--- src/rtl/mem_stage.sv ---
// mem_stage: MEM stage of the 5-stage RV32 pipeline.
//   Takes the EX/MEM register outputs and performs word loads and stores on
//   a data-memory port that uses a ready handshake. It stalls upstream while
//   memory is busy and holds the MEM/WB register that feeds writeback.
//   Accesses that are misaligned, or that wait too long, are aborted.
//
// Ports:
//   clk, reset_n          clock (rising edge), asynchronous active-low reset
//   ctrl_mem[4:0]         {reg_write, wb_sel[1:0], mem_read, mem_write}
//   rd_mem, alu_result    destination index, effective address / ALU result
//   write_data1, pc4_mem  store data, PC+4 for link writeback
//   dmem_*                data-memory request/handshake port
//   stall                 freeze the upstream pipeline registers this cycle
//   ctrl_wb, rd_wb,
//   wb_data               MEM/WB pipeline register
//   bus_err, misalign_err one-cycle abort pulses
//
// state  | meaning
// S_IDLE | no access outstanding; a new request may complete in zero waits
// S_WAIT | request issued, waiting for dmem_ready; cnt counts waited cycles
module mem_stage #(
  parameter int unsigned TIMEOUT_CYCLES = 16
) (
  input  logic        clk,
  input  logic        reset_n,
  input  logic [4:0]  ctrl_mem,
  input  logic [31:0] rd_mem,
  input  logic [31:0] alu_result,
  input  logic [31:0] write_data1,
  input  logic [31:0] pc4_mem,
  output logic        dmem_req,
  output logic        dmem_we,
  output logic [31:0] dmem_addr,
  output logic [31:0] dmem_wdata,
  input  logic        dmem_ready,
  input  logic [31:0] dmem_rdata,
  output logic        stall,
  output logic [2:0]  ctrl_wb,
  output logic [31:0] rd_wb,
  output logic [31:0] wb_data,
  output logic        bus_err,
  output logic        misalign_err
);

  localparam logic [7:0] CNT_LAST = 8'(TIMEOUT_CYCLES - 1);

  typedef enum logic {S_IDLE = 1'b0, S_WAIT = 1'b1} state_t;

  state_t      state, state_nxt;
  logic [7:0]  cnt, cnt_nxt;
  logic        mem_op;
  logic        aligned;
  logic        misalign;
  logic        timeout_hit;
  logic [31:0] wb_mux;

  assign mem_op   = ctrl_mem[1] | ctrl_mem[0];
  assign aligned  = (alu_result[1:0] == 2'b00);
  assign misalign = mem_op & ~aligned;

  // Both states may drive a request, so state does not gate dmem_req. The
  // reset term keeps the port quiet while reset is held, whatever upstream shows.
  assign dmem_req   = reset_n & mem_op & aligned;
  assign dmem_we    = ctrl_mem[0];
  assign dmem_addr  = alu_result;
  assign dmem_wdata = write_data1;

  assign timeout_hit = (state == S_WAIT) & (cnt == CNT_LAST) & ~dmem_ready;
  assign stall       = dmem_req & ~dmem_ready & ~timeout_hit;

  always_ff @(posedge clk or negedge reset_n) begin
    if (!reset_n) begin
      state <= S_IDLE;
      cnt   <= 8'd0;
    end else begin
      state <= state_nxt;
      cnt   <= cnt_nxt;
    end
  end

  always_comb begin
    state_nxt = state;
    cnt_nxt   = cnt;
    case (state)
      S_IDLE: begin
        if (dmem_req && !dmem_ready) begin
          state_nxt = S_WAIT;
          cnt_nxt   = 8'd0;
        end
      end
      S_WAIT: begin
        if (dmem_ready || timeout_hit) begin
          state_nxt = S_IDLE;
          cnt_nxt   = 8'd0;
        end else begin
          cnt_nxt = cnt + 8'd1;
        end
      end
    endcase
  end

  // wb_sel 11 is unused by the decoder and falls back to the ALU result.
  always_comb begin
    case (ctrl_mem[3:2])
      2'b01:   wb_mux = dmem_rdata;
      2'b10:   wb_mux = pc4_mem;
      default: wb_mux = alu_result;
    endcase
  end

  always_ff @(posedge clk or negedge reset_n) begin
    if (!reset_n) begin
      ctrl_wb      <= 3'b000;
      rd_wb        <= 32'd0;
      wb_data      <= 32'd0;
      bus_err      <= 1'b0;
      misalign_err <= 1'b0;
    end else begin
      bus_err      <= timeout_hit;
      misalign_err <= misalign;
      if (stall) begin
        // Bubble: writeback sees no write. rd_wb and wb_data keep their last values.
        ctrl_wb <= 3'b000;
      end else if (timeout_hit || misalign) begin
        ctrl_wb <= 3'b000;
        rd_wb   <= rd_mem;
        wb_data <= 32'd0;
      end else begin
        ctrl_wb <= ctrl_mem[4:2];
        rd_wb   <= rd_mem;
        wb_data <= wb_mux;
      end
    end
  end

endmodule

--- config.mk ---
export PLATFORM = sky130hd
export DESIGN_NAME = mem_stage
export DESIGN_NICKNAME = d
export VERILOG_FILES = /design/src/rtl/mem_stage.sv
export SDC_FILE = /design/constraint.sdc
export NUM_CORES = 1
export LEC_CHECK = 0
export BUFFER_PORTS_ARGS = -buffer_cell sky130_fd_sc_hd__buf_2
export CAP_MARGIN = 20
export CORE_AREA = 2 2 120 122
export DETAILED_ROUTE_END_ITERATION = 6
export DIE_AREA = 0 0 122 124
export SLEW_MARGIN = 20
export SYNTH_ARGS = -nofsm -noshare
export SYNTH_HDL_FRONTEND = slang
export SYNTH_SLANG_ARGS = --single-unit
--- constraint.sdc ---
create_clock -name clk -period 2.5 [get_ports clk]
set_input_delay 0.75 -clock clk [delete_from_list [all_inputs] [get_ports clk]]
set_output_delay 0.75 -clock clk [all_outputs]
set_load 0.05 [all_outputs]
==> results of run 1 <==
## sequential cells by signal, summed over array words and instances, names as in the netlist
register	flops
ctrl_wb	3
bus_err	1
misalign_err	1
rd_wb	32
cnt	8
wb_data	32
state	1
## stage by stage
| step | area [µm²] | instances | hold slack [ps] |
|---|---|---|---|
| after floorplan | 4116 | 381 | 454.4 |
| after global placement | 5069 | 728 | 483.7 |
| after detailed placement | 5069 | 728 | 487.6 |
| after CTS | 5393 | 748 | 502.1 |
| after global routing | 5406 | 749 | 513.1 |
| final | 5406 | 749 | 497.3 |
## metal layers
layer  vias up  track usage (%)
met2       207            26.64
met5         -                0
met1      1649            17.79
met4         2            5.891
met3        14            3.434
li1       1676                -
## logic make-up after synthesis
logic type	share of synthesized area, %
xor+xnor	0.4256
buf+inv	15.71
compound gates	19.42
fa+ha+maj	0.9120
mux	8.754
flops	47.42
simple gates	7.356
## worst max path at each step
| stage | slack, ps | end | startpoint |
|---|---|---|---|
| 3_3_place_gp | 40 | stall | ctrl_mem[0] |
| 6_report | -20 | stall | cnt[7] |
| 3_5_place_dp | 20 | stall | ctrl_mem[0] |
| 2_1_floorplan | 220 | stall | cnt[5] |
| 4_1_cts | -30 | stall | cnt[7] |
| 5_1_grt | -70 | stall | cnt[7] |
## critical path: stages (launching register included)
cell	delay, ps
dfrtp_1	370
or4b_4	540
or2_4	280
nand2_8	70
inv_6	40
buf_8	140
## synthesized netlist by cell type (3+ instances only)
| library cell | n | share of area, % |
|---|---|---|
| a22o_1 | 24 | 5.1 |
| a22o_2 | 9 | 2.2 |
| a22oi_1 | 32 | 5.8 |
| buf_4 | 65 | 12 |
| buf_6 | 3 | 0.82 |
| clkbuf_1 | 16 | 1.5 |
| clkbuf_8 | 3 | 1.0 |
| dfrtp_1 | 78 | 47 |
| ha_1 | 3 | 0.91 |
| inv_1 | 4 | 0.36 |
| mux2_2 | 32 | 8.8 |
| nand2_1 | 37 | 3.4 |
| nand3_1 | 4 | 0.49 |
| nor2_1 | 3 | 0.27 |
| o21ai_0 | 39 | 4.7 |
## where the power goes
| group | total [µW] | switching (µW) | internal, µW | leakage, µW |
|---|---|---|---|---|
| combinational | 905 | 626 | 279 | 0.00169 |
| clock | 1210 | 507 | 702 | 0.000131 |
| sequential | 1390 | 46.7 | 1350 | 0.000992 |
| total | 3510 | 1180 | 2330 | 0.00281 |
## final cells by class
class	instances	share of cell area [%]
clock inverter	6	0.8331
multi-input combinational	211	28.37
tap	180	4.166
sequential	78	36.10
timing repair buffer	259	25.67
clock buffer	10	4.420
inverter	5	0.4397
## what timing repair did
| item | CTS | global route |
|---|---|---|
| pin swaps | 2 | 0 |
| hold endpoints to repair | 0 | 0 |
| resized for setup | 3 | 1 |
| endpoints found under the setup margin | 1 | 1 |
| buffers inserted | 4 | 1 |
==> flow_summary.toml, run 1 <==
[final_layout]
finish.utilization_pct = 39.41
multi_input_area_um2 = 1534
final_cell_mix = "237 x buf_2, 78 x dfrtp_1, 39 x o21ai_0, 37 x nand2_1"
mostFrequentLayoutCell = "buf_2"
antenna_cells = 0
nets = 735
final-seq-area_um2 = 1952
area_growth_pct = 31.34
fillers = 1374
drive_gt1_share_pct = 57.29

[worst_setup_path]
reg2reg_to = "rd_wb[17]"
worstSetupEndpointType = "output port"
critPathLaunchType = "register"
worst-setup-path-type = "register to output port"
crit_arrival_ps = 1770
reg2reg_from = "cnt[7]"
critPathRequiredTime_ps = 1750
rrSetupSlack_ps = 330
cp_max_fo = 2
r2r_cells = 5

[route]
first_pass_iters = 4
wl_met1_mm = 4.835
route.detailed.drc = 0
dr_total_vias = 3548
wl_per_cell_um = 16.16
wl_met2_mm = 6.092
drt_iter0_markers = 75
ant_nets = 0
vias_per_cell = 4.737
drt_wl_total_mm = 12.10
routed-wl-met3_mm = 1.016
routed.top_layer = "met5"

[job]
maxCapViolCount = 0

[power]
p_total_uw = 3506
leakage_uw = 0.002809
max-vdd-ir-drop_mv = 0.2636
p_per_area_nw_per_um2 = 648.5

[global_route]
antenna_found_initial = 1
grt_start_max_net_pins = 79
grt_overflow_total = 0
grt_pass1_wl_mm = 17.54
grt.total_usage_pct = 15.08
first_global_vias = 3429

[cts]
cts_tree = "built"
clock-sinks = 78
cts_made_buffers = 9
root_buffer = "clkbuf_16"
h-tree-depth = 3
holdBufCountCts = 0
path_clk_slew_ps = 60
clk_latency_ps = 330
clockBufferDepth = 2

[timing]
timing.final.hold_violations = 0
slew_violations = 0
worst_pin_slew_ps = 685.6
fin_crit_sh_pct = 100.7
setup_ws_ps = -17.73
rsz0062_at_grt = "yes"
setup_viol = 1
setup_tns_ps = -17.73
fin_skew_ps = 7.931
slew_headroom_pct = 54.29
fmax_mhz = 397.2
period_needed_ps = 2518

[place]
io_buffers = 239
gp_congestion = 0.7858
dp_hpwl_mm = 9.608
pre_cts_slack_ps = 16.68

[floorplanning]
die_area_um2 = 15130
fp.dieH_um = 124
num_rows = 43
pin_count = 304
placeableCoreArea_um2 = 13720
start_util_pct = 30.00
die_w_um = 122

[synthesis]
syn_avg_cell_area_um2 = 10.80
yosysWarnings = 0
ys_seq_area_share_pct = 47.42
syn_inst = 381
synth_top_flop_cell = "dfrtp_1"
synth_edf_count = 0
synth_cell_types = 36
synth_nets = 552
async_reset_ff_share_pct = 100.0
synth-seq-cells = 78
syn_area_um2 = 4116

[min_path]
holdPathEnd = "wb_data[13]"
hold_path_class = "register to register"
hold_path.startpoint = "wb_data[13]"
holdPathStages = 1

[outcome]
status = "finished, violations left"
violations = "setup timing"
(Power assumes the default switching activity.)
==> run 2, diff against run 1 <==
Settings changed: CORE_AREA 2 2 120 122 to 2 2 119 121, DIE_AREA 0 0 122 124 to 0 0 121 123, PLACE_DENSITY from default to 0.66.
Clock period 2.5 ns to 2.15 ns, I/O delays scaled along.
==> run 2 against run 1 <==
Against the previous run: the run still ends with setup timing left; routed wire length up 2.0%; flip-flop and latch count did not move; critical path depth unchanged; via count is 0.48% lower; design area rose by 1.1%; total power rose by 20%; count of clock-buffer cells in the layout unchanged; sequential power up 17%; register-to-register slack lost 350 ps; cell count rose by 0.67%; core utilization grew 0.75 points; sequential share of layout area shrank 0.40 points; critical endpoint unchanged.
==> flow_summary.toml, run 2 (same netlist as run 1, synthesis figures left out) <==
[outcome]
status = "finished, violations left"
violations = "setup timing"

[floorplanning]
die_w_um = 121
placeableCoreArea_um2 = 13610
start_util_pct = 30.24
num_rows = 43
pin_count = 304
die_area_um2 = 14880
fp.dieH_um = 123

[final_layout]
nets = 740
antenna_cells = 0
fillers = 1359
final_cell_count_no_fill = 754
mostFrequentLayoutCell = "buf_2"
drive_gt1_share_pct = 57.49
area_growth_pct = 32.80
final_cell_mix = "237 x buf_2, 78 x dfrtp_1, 39 x o21ai_0, 37 x nand2_1"
largestRegisters = "rd_wb (32), wb_data (32), cnt (8)"

[place]
io_buffers = 239
dp_hpwl_mm = 9.755
post-place-cells = 736
gp_congestion = 0.8318
pre_cts_slack_ps = -53.42

[cts]
root_buffer = "clkbuf_16"
h-tree-depth = 3
holdBufCountCts = 0
cts_tree = "built"
clockBufferDepth = 2
path_clk_slew_ps = 60
clk_latency_ps = 330
clock-sinks = 78
cts_made_buffers = 9

[route]
routed.top_layer = "met4"
drt_wl_total_mm = 12.34
ant_nets = 0
first_pass_iters = 4
dr_total_vias = 3531
drt_iter0_markers = 131
vias_per_cell = 4.683
route.detailed.drc = 0
wl_met1_mm = 5.048
routed-wl-met3_mm = 1.012
wl_per_cell_um = 16.36
wl_met2_mm = 6.163

[power]
p_switching_uw = 1370
sw_frac_of_total_pct = 32.69
leakage_uw = 0.002857
p_int_uw = 2821
p_per_area_nw_per_um2 = 766.6
combPwrFrac_pct = 25.3
max-vdd-ir-drop_mv = 0.3403
pwr-share-seq_pct = 38.6
clockPowerShare_pct = 36.1

[timing]
setup_viol = 29
rsz0062_at_grt = "yes"
fin_crit_sh_pct = 112.5
period_needed_ps = 2419
fin_skew_ps = 6.742
slew_violations = 0
timing.final.hold_violations = 0
setup_ws_ps = -269.0
fmax_mhz = 413.4
slew_headroom_pct = 37.65
worst_pin_slew_ps = 935.2

[global_route]
first_global_vias = 3427
grt_pass1_wl_mm = 18.03
grt_start_max_net_pins = 76
grt_overflow_total = 0
grt.total_usage_pct = 15.88
antenna_found_initial = 0

[worst_setup_path]
worst-setup-path-type = "register to output port"
critPathRequiredTime_ps = 1500
critPathLaunchType = "register"
worstSetupEndpointType = "output port"
critPathMaxStageDelay_ps = 530
crit_arrival_ps = 1770
cp_slowest_cell = "or4b_4"
cp_max_fo = 2
worstPathCellList = "or4b_4, or2_4, nand2_8, inv_6, buf_8"

[min_path]
hold_path_class = "input port to async pin"

[job]
maxCapViolCount = 0
## run 2: worst paths after layout
kind                            from     endpoint  slack, ps  depth (start not counted)
min in group clk           rd_wb[16]    rd_wb[16]        500                          1
max in group asynchronous    reset_n  wb_data[18]        840                          3
max reg2reg                   cnt[7]    rd_wb[17]        -20                          5
max                           cnt[7]        stall       -270                          5
min reg2reg                rd_wb[16]    rd_wb[16]        500                          1
min                          reset_n    rd_wb[15]        210                          2
## run 2: per-stage QoR
stage / setup TNS [ps] / hold WS, ps / util (%) / total power (µW) / area, µm²
2_1_floorplan: 0 / 349.4 / - / 2521 / 4125
3_3_place_gp: -53.65 / 483.8 / 37.77 / 2694 / 5141
3_5_place_dp: -1517 / 489.9 / 37.77 / 2713 / 5141
4_1_cts: -1385 / 191.8 / 40.10 / 4262 / 5459
5_1_grt: -2631 / 194.8 / 40.16 / 4397 / 5466
6_report: -455.2 / 212.3 / 40.16 / 4191 / 5466
## run 2: timing repair
item                                    4_1_cts  5_1_grt
buffers inserted                              1        1
pin swaps                                     3        2
resized for setup                             3        0
endpoints found under the setup margin       33       33
## run 2: per-layer routing
layer | vias to the layer above | GRT usage [%]
li1 | 1685 | -
met1 | 1641 | 19.40
met2 | 195 | 27.32
met3 | 10 | 4.566
met4 | 0 | 4.506
met5 | - | 0
## run 2: critical path: cells and delay by family, from the launching register on
family / cells / cell delay [ps]
and+or+nand+nor: 3 / 880
DFF: 1 / 380
buffers and inverters: 2 / 180
## run 2: area by class of cell
cell class | instances | area (µm²) | area share [%]
clock buffers | 10 | 239.0 | 4.372
flip-flops and latches | 78 | 1952 | 35.71
repair buffers | 264 | 1434 | 26.23
clock inverters | 6 | 61.31 | 1.122
multi-input cells | 211 | 1531 | 28.02
well taps | 180 | 225.2 | 4.120
inverters | 5 | 23.77 | 0.4349
## run 2: power groups by stage
| stage | logic, µW | clock network (µW) | registers (µW) |
|---|---|---|---|
| final | 1060 | 1510 | 1620 |
| after global routing | 1130 | 1640 | 1630 |
| after CTS | 1070 | 1570 | 1620 |
| after detailed placement | 1070 | 0 | 1650 |
| after global placement | 1050 | 0 | 1640 |
| after floorplan | 574 | 0 | 1950 |
